$ cat src/rtl/disp_scan_hms.sv
// Six-digit multiplexed common-anode 7-segment driver for the HH:MM:SS clock.
// Optional macro LEADING_ZERO_BLANK_EN blanks a zero hour-tens digit.
module disp_scan_hms #(
  parameter int SCAN_DIV = 50000,
  parameter int CNT_W    = 16
) (
  input  logic       clock,
  input  logic       reset,
  input  logic       enable1hz,
  input  logic       edit_h,
  input  logic [1:0] bcd_h_msd,
  input  logic [3:0] bcd_h_lsd,
  input  logic [2:0] bcd_m_msd,
  input  logic [3:0] bcd_m_lsd,
  input  logic [2:0] bcd_s_msd,
  input  logic [3:0] bcd_s_lsd,
  output logic [5:0] an_n,
  output logic [6:0] seg_n,
  output logic       dp_n
);

  logic [CNT_W-1:0] div_q, div_d;
  logic [2:0]       idx_q, idx_d;
  logic             phase_q, phase_d;
  logic             first_q;
  logic [23:0]      snap_q, snap_d;
  logic [5:0]       an_q, an_d;
  logic [6:0]       seg_q, seg_d;
  logic             dp_q, dp_d;

  logic        wrap;
  logic [23:0] live;
  logic [23:0] cur;
  logic [3:0]  val;

  assign wrap = (div_q == CNT_W'(SCAN_DIV - 1));
  assign live = {2'b00, bcd_h_msd, bcd_h_lsd, 1'b0, bcd_m_msd, bcd_m_lsd,
                 1'b0, bcd_s_msd, bcd_s_lsd};
  // On the very first cycle the snapshot register is still empty, so show the live digits
  assign cur  = first_q ? live : snap_q;

  always_comb begin
    val = 4'h0;
    case (idx_q)
      3'd0:    val = cur[23:20];
      3'd1:    val = cur[19:16];
      3'd2:    val = cur[15:12];
      3'd3:    val = cur[11:8];
      3'd4:    val = cur[7:4];
      default: val = cur[3:0];
    endcase
  end

  always_comb begin
    div_d   = wrap ? '0 : div_q + 1'b1;
    idx_d   = idx_q;
    if (wrap) idx_d = (idx_q == 3'd5) ? 3'd0 : idx_q + 3'd1;
    snap_d  = (first_q || (wrap && idx_q == 3'd5)) ? live : snap_q;
    phase_d = phase_q ^ enable1hz;
    an_d    = ~(6'b100000 >> idx_q);
    case (val)
      4'd0:    seg_d = 7'h40;
      4'd1:    seg_d = 7'h79;
      4'd2:    seg_d = 7'h24;
      4'd3:    seg_d = 7'h30;
      4'd4:    seg_d = 7'h19;
      4'd5:    seg_d = 7'h12;
      4'd6:    seg_d = 7'h02;
      4'd7:    seg_d = 7'h78;
      4'd8:    seg_d = 7'h00;
      4'd9:    seg_d = 7'h10;
      default: seg_d = 7'h3F;
    endcase
`ifdef LEADING_ZERO_BLANK_EN
    if (idx_q == 3'd0 && val == 4'd0) seg_d = 7'h7F;
`endif
    if (edit_h && !phase_q && idx_q <= 3'd1) seg_d = 7'h7F;
    dp_d    = ~(phase_q && (idx_q == 3'd1 || idx_q == 3'd3));
  end

  always_ff @(posedge clock) begin
    if (!reset) begin
      div_q   <= '0;
      idx_q   <= 3'd0;
      phase_q <= 1'b0;
      first_q <= 1'b1;
      snap_q  <= '0;
      an_q    <= 6'h3F;
      seg_q   <= 7'h7F;
      dp_q    <= 1'b1;
    end else begin
      div_q   <= div_d;
      idx_q   <= idx_d;
      phase_q <= phase_d;
      first_q <= 1'b0;
      snap_q  <= snap_d;
      an_q    <= an_d;
      seg_q   <= seg_d;
      dp_q    <= dp_d;
    end
  end

  assign an_n  = an_q;
  assign seg_n = seg_q;
  assign dp_n  = dp_q;

endmodule

$ cat config.mk
export PLATFORM = sky130hd
export DESIGN_NAME = disp_scan_hms
export DESIGN_NICKNAME = d
export VERILOG_FILES = /design/src/rtl/disp_scan_hms.sv
export SDC_FILE = /design/constraint.sdc
export NUM_CORES = 1
export LEC_CHECK = 0
export ABC_AREA = 1
export BUFFER_PORTS_ARGS = -buffer_cell sky130_fd_sc_hd__buf_2
export CAP_MARGIN = 25
export CORE_MARGIN = 2
export CORE_UTILIZATION = 45
export CTS_CLUSTER_DIAMETER = 40
export CTS_CLUSTER_SIZE = 14
export DETAILED_ROUTE_END_ITERATION = 8
export PLACE_DENSITY = 0.65
export SETUP_SLACK_MARGIN = 0.02
export SLEW_MARGIN = 0
export SYNTH_ARGS = -nofsm -noshare
export SYNTH_HDL_FRONTEND = slang
export SYNTH_SLANG_ARGS = --single-unit
$ cat constraint.sdc
create_clock -name clock -period 4.15 [get_ports clock]
set_input_delay 0.2075 -clock clock [delete_from_list [all_inputs] [get_ports clock]]
set_output_delay 0.2075 -clock clock [all_outputs]
set_load 0.05 [all_outputs]
== Word-level counts from Yosys, hierarchy flattened ==
Memory sizes are Yosys's and may differ from the RTL's. A register that Yosys moved wholly into a read port is not among the register bits.
Cells that the tools add are included.

* Div/mod/pow operators: 0
* Shift operators: 1
* Bitwise gates (word level): 4
* $mul: 0
* Muxes and demuxes: 4
* Reduce and logical (&&, ||, !) cells: 10
* Equality and inequality tests: 6
* $add $sub $neg: 2
* $lt $le $gt $ge: 1

{| class="wikitable"
|+ Operators with widths
! kind !! count
|-
| 22-bit two-way mux || 1
|-
| 4-bit case mux with 5 select lines || 1
|-
| 16-bit by 1-bit adder with 16-bit output (second input constant) || 1
|-
| 16-bit == test (second input constant) || 1
|-
| 3-bit by 2-bit == test with 1-bit output (second input constant) || 2
|-
| 3-bit == test (second input constant) || 2
|-
| 6-bit NOT || 1
|-
| 6-bit by 3-bit >> shifter with 6-bit output (first input constant) || 1
|-
| 1-bit logical AND || 4
|-
| 2-bit OR reduction || 2
|-
| 3-bit by 1-bit adder with 3-bit output (second input constant) || 1
|-
| 3-bit by 1-bit == test with 1-bit output (second input constant) || 1
|-
| 3-bit by 1-bit less-or-equal comparator with 1-bit output (second input constant) || 1
|-
| 3-bit zero test || 1
|-
| 3-bit two-way mux || 1
|-
| 1-bit logical OR || 2
|-
| 1-bit NOT || 2
|-
| 1-bit zero test || 1
|-
| 1-bit two-way mux || 1
|-
| 1-bit XOR || 1
|}

* Bits in writable memories: 0
* Memories kept: 1
* Input bits: 24
* Register bits: 48
* Output and inout port bits: 14
* Word-level logic and storage cells: 36
* Memory bits (read-only): 112
* Bits in latches: 0

{| class="wikitable"
|+ Memory list
! memory !! words !! width !! rd ports !! clocked after Yosys merged registers in !! wr ports !! line !! text
|-
| (name not given) || 16 || 7 || 1 || 1 || 0 || 61 || <nowiki>case (val)</nowiki>
|}

== Logic depth before layout (Yosys ltp) ==
Gate-level depths: netlist of run 1.

* Depth after elaboration: 4
* Depth in mapped cells: 16
* Mapped depth without buffers: 15

== Worst setup path after synthesis of run 1 ==
OpenSTA, ideal clock, no wires.

* Path type: reg2reg
* Start point: register idx_q[2]
* End point: register seg_q[3], in the netlist seg_n[3]
* Data required time: 4.092 ns
* Path slack: 2.395 ns
* Buffers on the path: 0
* Clock period less this slack: 1.755 ns
* Setup time: 0.058 ns
* Stages on the path, launching flop included: 13
* Data arrival time: 1.697 ns
* Cell sequence: dfxtp_1 > inv_1 > ha_1 > inv_1 > nand3_2 > or2_1 > nand2_2 > ha_1 > inv_1 > nand2_1 > nand2_1 > nand2_1 > nand2_1

* Longest elaborated chain between the ends: 3
* Elaborated cells between the ends (all ways): 9
* Those cells by class: order compare: 1; eq/ne: 4; mux: 1; reduce/logical: 3

{| class="wikitable"
|+ RTL lines
! item !! line !! text
|-
| from (decl) || 23 || <nowiki>logic [2:0] idx_q, idx_d;</nowiki>
|-
| from (signal assigned) || 93 || <nowiki>idx_q <= idx_d;</nowiki>
|-
| 3-bit by 1-bit less-or-equal comparator with 1-bit output || 77 || <nowiki>if (edit_h && !phase_q && idx_q <= 3'd1) seg_d = 7'h7F;</nowiki>
|-
| 1-bit logical AND || 77 ||
|-
| 2-bit OR reduction (no line) || - ||
|-
| to (decl) || 28 || <nowiki>logic [6:0] seg_q, seg_d;</nowiki>
|}

Several ways; a longest one is shown, not always the timed one.
A chain may end at the register's enable or synchronous reset.

== Worst setup path after layout of run 1 ==
* Start point: register first_q
* End point: register seg_q[3], in the netlist seg_n[3]

* Longest elaborated chain between the ends: 2

{| class="wikitable"
|+ RTL lines
! item !! line !! text
|-
| from (decl) || 25 || <nowiki>logic first_q;</nowiki>
|-
| from (signal assigned) || 86 || <nowiki>first_q <= 1'b1;</nowiki>
|-
| from (signal assigned) || 95 || <nowiki>first_q <= 1'b0;</nowiki>
|-
| 22-bit two-way mux || 40 || <nowiki>assign cur = first_q ? live : snap_q;</nowiki>
|-
| 4-bit case mux with 5 select lines || 44 || <nowiki>case (idx_q)</nowiki>
|}

Every way passes these cells.

==> impl_metrics.ini, run 1 <==
[yosys]
syn-cell-area_um2 = 2870
synth-seq-area-share_pct = 38.4
synth_area_leaders = dfxtp_1, nand2_1, inv_1
synth_top_family_by_area = simple AND/OR/NAND/NOR gates
synth_cell_types = 34
synth-seq-cells = 55
synth_nets = 467
synthMuxAreaShare_pct = 0
synth_compound_area_share_pct = 9.34
synth_simple_gate_area_share_pct = 37.9
synth_fa_ha_area_share_pct = 2.18
synth.largest_area_cell = dfxtp_1
syn_inst = 438
yosys.area.top_type_share_pct = 38.4
yosysWarnings = 0
avgSynthCellArea_um2 = 6.54
synthXorXnorAreaFrac_pct = 1.22

[place]
dp_slack_ns = 1.66
gp_congestion = 0.853
hpwl_um = 4560
port_buffers = 37

[clock_tree]
clock-root-buffer = clkbuf_8
cts_resized = 0
clk_latency_ns = 0.32
path_clk_slew_ns = 0.10
cts_sinks = 55
htree_levels = 2
numCtsBuffers = 5
ctsHoldBuffers = 0
post_cts_buffers = 0
cts_tree = yes
cts_buffer_depth = 2

[detailed_routing]
vias = 2685
vias_per_cell = 4.91
drt-pass1-iter-count = 4
drtIter0Drc = 135
routedWlPerCell_um = 11.4
routed_wl_um = 6250
drc = 0
ant_nets = 0

[grt]
grt_pass1_wl_um = 10600
grt_most_used_layer = met2
grt_overflow = 0
grt_pass1_vias = 2334
grtUsageMet2_pct = 29.2
grt_start_max_net_pins = 41
antenna_found_initial = 0
grtUsageMet1_pct = 25.3
met3_usage_pct = 3.96
grtUsageTotal_pct = 18.4

[timing]
fin_ws_ns = 1.60
clock_skew_ns = 0.00736
relSlewSlack_pct = 60.4
min_period_over_period_pct = 61.3
slew_viol_final = 0
fmax_mhz = 393
rsz0062_at_grt = false
setup_tns_ns = 0
setup_viol = 0
worstMarginPinSlew_ns = 0.593
finalHoldViolCount = 0
finalCriticalPeriod_ns = 2.55

[setup_path]
r2r_end = seg_n[3]
setup.worst_path.end = seg_n[3]
r2r_cells = 16
startpoint_type = register
required_ns = 4.37
end_kind = register
arrival_ns = 2.77
r2r_slack_ns = 1.60
path_class = register to register
cp_max_fo = 31
startpoint = first_q
rr_startpoint = first_q

[flow_run]
maxCapViolations = 0

[outcome]
run_status = completed

[worst_hold_path]
min-delay-start = bcd_h_msd[0]
hold_path_class = input pin to register

[floorplanning]
die_x_um = 83.8
dieArea_um2 = 7020
initial_core_util_pct = 45.9
rows = 29
dieHeight_um = 83.8
core_area_um2 = 6240
ios = 38

[cells_and_area]
area_delta_synth_final_pct = 10.5
nNetsFinal = 498
num_antenna_cells = 0
drive_above_1_share_pct = 13.6

[power_and_ir_drop]
p_leak_uw = 0.00152
powerDensity_nw_per_um2 = 325
ir_worst_vdd_v = 0.000154
==> logic make-up after synthesis <==
kind of cell	count (synthesis)
AO/OA/AOI/OAI	49
XOR/XNOR	4
adder cells (fa/ha/maj)	5
buffers and inverters	71
flip-flops	55
AND/OR/NAND/NOR	254
==> synth_stat cells (all sizes together) <==
master / number
nand2: 150
dfxtp: 55
inv: 55
nor2: 42
nand3: 38
a21oi: 30
o21ai: 14
buf: 11
nor3: 11
clkbuf: 5
ha: 5
nand4: 4
or2: 4
nor4: 3
xor2: 3
a211oi: 2
a21boi: 1
a31oi: 1
nand3b: 1
nor3b: 1
o211ai: 1
xnor2: 1
==> flip-flops by register name (all words and copies together), names as in the netlist <==
signal,flops
phase_q,1
an_n,6
dp_n,1
first_q,1
seg_n,7
idx_q,3
div_q,16
snap_q,20
==> cells in the final DEF (no fill, tap or decap), drive strengths merged, types with 3 or more instances in the layout <==
cell      n
dfxtp    55
nor2     42
inv      55
nor3     11
nand4     4
buf      40
a21oi    30
or2       4
nor4      3
nand3    38
o21ai    14
ha        5
clkbuf    7
nand2   150
xor2      3
==> cell type report <==
| class | instances | area (um2) |
|---|---|---|
| Clock inverter | 1 | 7.51 |
| Sequential cell | 55 | 1100 |
| Inverter | 55 | 206 |
| Clock buffer | 7 | 96.3 |
| Timing Repair Buffer | 40 | 208 |
| Fill cell | 659 | 3080 |
| Multi-Input combinational cell | 312 | 1450 |
| Tap cell | 77 | 96.3 |
==> how the worst min path moves through the flow <==
stage                 endpoint  cells past startpoint
floorplan              first_q                      1
global placement      div_q[0]                      1
detailed placement    div_q[0]                      1
CTS                 snap_q[21]                      3
global route         snap_q[1]                      3
finish              snap_q[20]                      3
==> power breakdown <==
part	leakage, uW	switching [uW]	internal, uW	total, uW
registers	0.000452	7.95	551	559
logic	0.00101	90.6	45.9	137
clock network	0.0000505	181	152	333
==> worst max-delay path, cell delays in order (launching register included) <==
cell,delay [ns]
dfxtp_1,0.31
buf_4,0.21
inv_1,0.47
buf_4,0.40
nand2_1,0.10
nand2_1,0.07
nand2_1,0.08
nand2_1,0.09
nor2_1,0.05
nand2_1,0.06
nand2_2,0.08
ha_1,0.30
inv_1,0.04
nand2_1,0.06
nand2_1,0.05
nand2_1,0.05
nand2_1,0.04
==> metrics by stage <==
step	power (uW)	instance area [um2]	cells	hold slack, ns	util [%]
after floorplan	676	2870	438	0.308	-
after global placement	706	3060	539	0.431	49.1
after detailed placement	708	3060	539	0.439	49.1
after CTS	1040	3170	547	0.126	50.7
after global routing	1080	3170	547	0.134	50.7
final	1030	3170	547	0.130	50.7
==> per-layer routing <==
metal / share of wire (%) / vias up
li1: - / 1437
met1: 48 / 1188
met2: 46 / 56
met3: 4.9 / 4
met4: 0.91 / 0
met5: 0 / -
No activity file was read; power rests on OpenSTA's default activity.
==> run 2: changes to the inputs <==
Settings changed: ABC_AREA 1 to 0, PLACE_DENSITY 0.65 to 0.68.
Clock period 4.15 ns to 2.21 ns, I/O delays scaled along.
==> impl_metrics.ini, run 2 <==
[outcome]
run_status = completed

[timing]
slew_viol_final = 0
fin_ws_ns = 0.104
worstMarginPinSlew_ns = 0.626
clock_skew_ns = 0.00791
hold_ws_ns = 0.0409
finalHoldViolCount = 0
finalCriticalPeriod_ns = 2.11
fmax_mhz = 475
min_period_over_period_pct = 95.3
rsz0062_at_grt = true
relSlewSlack_pct = 57.9
setup_viol = 0

[floorplanning]
rows = 27
die_x_um = 79.0
initial_core_util_pct = 46.2
ios = 38
dieArea_um2 = 6230
core_area_um2 = 5470
dieHeight_um = 79.0

[cells_and_area]
multiInputGateArea_um2 = 1410
final_common_cell = dfxtp_1
largest_register_ffs = 20
nNetsFinal = 347
area_delta_synth_final_pct = 23.5
fillers = 524
seq_area_um2 = 1110
final_cell_mix = dfxtp_1, nor2_1, buf_2
postLayoutCoreUtil_pct = 57.1
top_register = snap_q
num_antenna_cells = 0
drive_above_1_share_pct = 29.5

[grt]
grt_pass1_wl_um = 9320
antenna_found_initial = 0
grt_overflow = 0
grtUsageTotal_pct = 19.0
grt_start_max_net_pins = 26
grt_pass1_vias = 2064

[worst_hold_path]
hold_path_class = input pin to register

[yosys]
syn_inst = 263
synthFlopType = dfxtp_1
post-synth-top-count-cell = dfxtp_1
synth_nets = 292
yosysWarnings = 0
synth-seq-area-share_pct = 43.5
yosys.area.top_type_share_pct = 43.5
synth_edf_count = 0
syn-cell-area_um2 = 2530
synth_common_cells = dfxtp_1, nor2_1, mux2i_1
avgSynthCellArea_um2 = 9.61
synth.largest_area_cell = dfxtp_1
synth-seq-cells = 55
synth-async-reset-ratio_pct = 0
synth_area_leaders = dfxtp_1, mux2i_1, nor2_1
synth_cell_types = 47

[detailed_routing]
top_layer = met4
routedWlPerCell_um = 14.1
drt-met1-wl_um = 2750
drt-pass1-iter-count = 4
drc = 0
routed_wl_um = 5530
vias_per_cell = 5.13
drtIter0Drc = 117
dr_wl_met3_um = 173
ant_nets = 0
vias = 2004
wl_met2_um = 2540

[place]
port_buffers = 37
dp_slack_ns = -0.0921
hpwl_um = 3900
gp_congestion = 0.849

[power_and_ir_drop]
powerDensity_nw_per_um2 = 644
p_leak_uw = 0.00128
ir_worst_vdd_v = 0.000295

[clock_tree]
cts_sinks = 55
htree_levels = 2
numCtsBuffers = 5
clk_latency_ns = 0.31
clock-root-buffer = clkbuf_8
path_clk_slew_ns = 0.10
cts_tree = yes
cts_buffer_depth = 2

[flow_run]
maxCapViolations = 0

[setup_path]
startpoint_type = register
required_ns = 2.39
path_class = register to register
arrival_ns = 2.29
end_kind = register
cp_max_fo = 8
==> run 2: cell families (layout without fill, tap and decap cells) <==
kind of cell	count (synthesis)	in the layout	synth area share (%)
mux	38	38	16.3
xor+xnor	16	16	5.54
buf+inv	19	75	3.17
flops	55	55	43.5
simple gates	94	94	17.9
fa+ha+maj	6	6	2.87
compound gates	35	35	10.7
==> run 2: timing repair <==
item / in CTS / in global routing
hold buffers: 0 / 0
setup endpoints to repair: 6 / 7
resized for setup: 3 / 14
pin swaps: 1 / 5
buffers inserted: 0 / 3
==> run 2: layout make-up <==
type,count,share of cell area (%)
clock buffers,6,2.64
multi-input cells,189,45.1
repair buffers,59,11.7
clock inverters,2,1.24
well taps,72,2.88
flip-flops and latches,55,35.5
inverters,8,0.962
==> run 2: stage by stage <==
| step | instance area, um2 | instances | setup TNS, ns | power [uW] |
|---|---|---|---|---|
| 3_3_place_gp | 2920 | 380 | -0.00195 | 1310 |
| 4_1_cts | 3060 | 388 | 0 | 2020 |
| 6_report | 3120 | 391 | 0 | 2010 |
| 5_1_grt | 3120 | 391 | -0.0417 | 2090 |
| 2_1_floorplan | 2540 | 263 | 0 | 1240 |
| 3_5_place_dp | 2920 | 380 | -0.181 | 1310 |
==> run 2: worst max-delay path, cell delays in order, from the launching register on <==
cell and delay [ns]:
dfxtp_4 0.42, mux2_4 0.31, a222oi_1 0.48, a31oi_4 0.21
inv_2 0.10, ha_1 0.24, a21oi_1 0.12, o21ai_0 0.09
==> run 2: per-layer routing <==
layer	global-route usage, %	up-vias
met5	0	-
met4	5.69	0
met3	3.86	6
met2	31.3	31
met1	25.1	932
li1	-	1035
==> run 2: power by group <==
| group | internal, uW | switching, uW |
|---|---|---|
| Sequential | 1030 | 23.2 |
| Combinational | 109 | 144 |
| Clock | 373 | 331 |
| Total | 1510 | 498 |
==> run 2: worst paths after layout <==
path                     start    endpoint  slack [ns]  cells after the start
hold / removal    bcd_m_lsd[3]  snap_q[11]        0.04                      3
setup / recovery       first_q    seg_n[1]        0.10                      7
hold reg to reg       div_q[0]    div_q[0]        0.46                      1
setup reg to reg       first_q    seg_n[1]        0.10                      7
==> run 3: changes to the inputs <==
Settings changed: CORE_ASPECT_RATIO from default to 0.7, GPL_TIMING_DRIVEN from default to 1.
==> impl_metrics.ini, run 3 (synthesis results as in run 2) <==
[worst_hold_path]
hold_path_class = input pin to register
hold_depth = 3

[cells_and_area]
final_cell_mix = dfxtp_1, nor2_1, buf_2
multiInputGateArea_um2 = 1390
finalInstanceArea_um2 = 3110
final_common_cell = dfxtp_1
nNetsFinal = 352
num_antenna_cells = 0
area_delta_synth_final_pct = 23.2
top_register = snap_q
drive_above_1_share_pct = 30.2
largest_register_ffs = 20
fillers = 478
seq_area_um2 = 1110

[timing]
clock_skew_ns = 0.00742
slew_viol_final = 0
fmax_mhz = 468
min_period_over_period_pct = 96.6
setup_viol = 0
finalCriticalPeriod_ns = 2.14
relSlewSlack_pct = 58.2
worstMarginPinSlew_ns = 0.621
rsz0062_at_grt = true
hold_ws_ns = 0.0376
finalHoldViolCount = 0
setup_tns_ns = 0

[setup_path]
end_kind = register
r2r_cells = 7
cp_max_fo = 7
arrival_ns = 2.38
slowest_delay_ns = 0.49
required_ns = 2.46
worstPathCellList = mux2_2, a222oi_1, a31oi_4, inv_2, ha_1, o21a_1, o21ai_0
critPathSlowestCell = a222oi_1
startpoint_type = register
path_class = register to register

[clock_tree]
numCtsBuffers = 5
cts_tree = yes
cts_buffer_depth = 2
clk_latency_ns = 0.31
cts_sinks = 55
htree_levels = 2
path_clk_slew_ns = 0.10
clock-root-buffer = clkbuf_8

[power_and_ir_drop]
p_leak_uw = 0.00128
powerDensity_nw_per_um2 = 601
ir_worst_vdd_v = 0.000307
power_uw = 1870

[place]
gp_congestion = 0.799
postPlaceCellArea_um2 = 2960
port_buffers = 37
hpwl_um = 4120

[detailed_routing]
vias_per_cell = 5.28
drc = 0
routed_wl_um = 5450
routedWlPerCell_um = 13.8
vias = 2092
drt-pass1-iter-count = 4
drtIter0Drc = 108
ant_nets = 0

[floorplanning]
dieArea_um2 = 6240
die_x_um = 93.6
ios = 38
rows = 22
core_area_um2 = 5340
initial_core_util_pct = 47.4
dieHeight_um = 66.7

[grt]
antenna_found_initial = 0
grtUsageTotal_pct = 18.6
grt_pass1_vias = 1916
grt_pass1_wl_um = 8930
grt_overflow = 0
grt_start_max_net_pins = 26

[flow_run]
maxCapViolations = 0

[outcome]
run_status = completed
[run 3: cell type report]
cell class              count  area share (%)
clock buffers               5            2.21
clock inverters             3           0.804
inverters                   8           0.964
multi-input cells         189            44.7
flip-flops and latches     55            35.6
well taps                  72            2.89
repair buffers             64            12.9
[run 3: metal layers]
layer / vias to the layer above / GRT usage, % / part of all wire, %
met1: 974 / 27.8 / 55
met4: 0 / 6.52 / 1.2
li1: 1047 / - / -
met3: 7 / 4.19 / 6.2
met5: - / 0 / 0
met2: 64 / 25.8 / 37
[run 3: power by group]
group	internal (uW)	switching [uW]
logic	111	144
clock network	227	337
registers	1030	21.7
total	1370	503
[run 3: timing repair]
item                                    4_1_cts  5_1_grt
pin swaps                                     1        4
setup buffers                                 0        3
endpoints found under the setup margin        6        6
hold endpoints to repair                      0        0
resized for setup                             4        8
gates cloned                                  0        0
hold buffers                                  0        0
[run 3: worst paths after layout]
kind	end	slack (ns)	from
worst max-delay path	seg_n[3]	0.07	first_q
worst min-delay path	snap_q[14]	0.04	bcd_m_msd[2]
worst min register to register	div_q[0]	0.46	div_q[0]
worst max register to register	seg_n[3]	0.07	first_q
[run 3: stage by stage]
stage | std cells | worst slack, ns | utilization (%)
final | 396 | 0.0742 | 58.3
after global routing | 396 | -0.00771 | 58.3
after CTS | 393 | 0.0367 | 57.5
after detailed placement | 385 | -0.109 | 55.4
after global placement | 385 | -0.00598 | 55.4
after floorplan | 263 | 0.0323 | -
[run 3: critical path: cells and delay by family, from the launching register on]
family | cells | cell delay (ns)
flip-flops | 1 | 0.41
buffers and inverters | 1 | 0.12
multiplexers | 1 | 0.35
adder cells (fa/ha/maj) | 1 | 0.24
AO/OA/AOI/OAI | 4 | 0.95
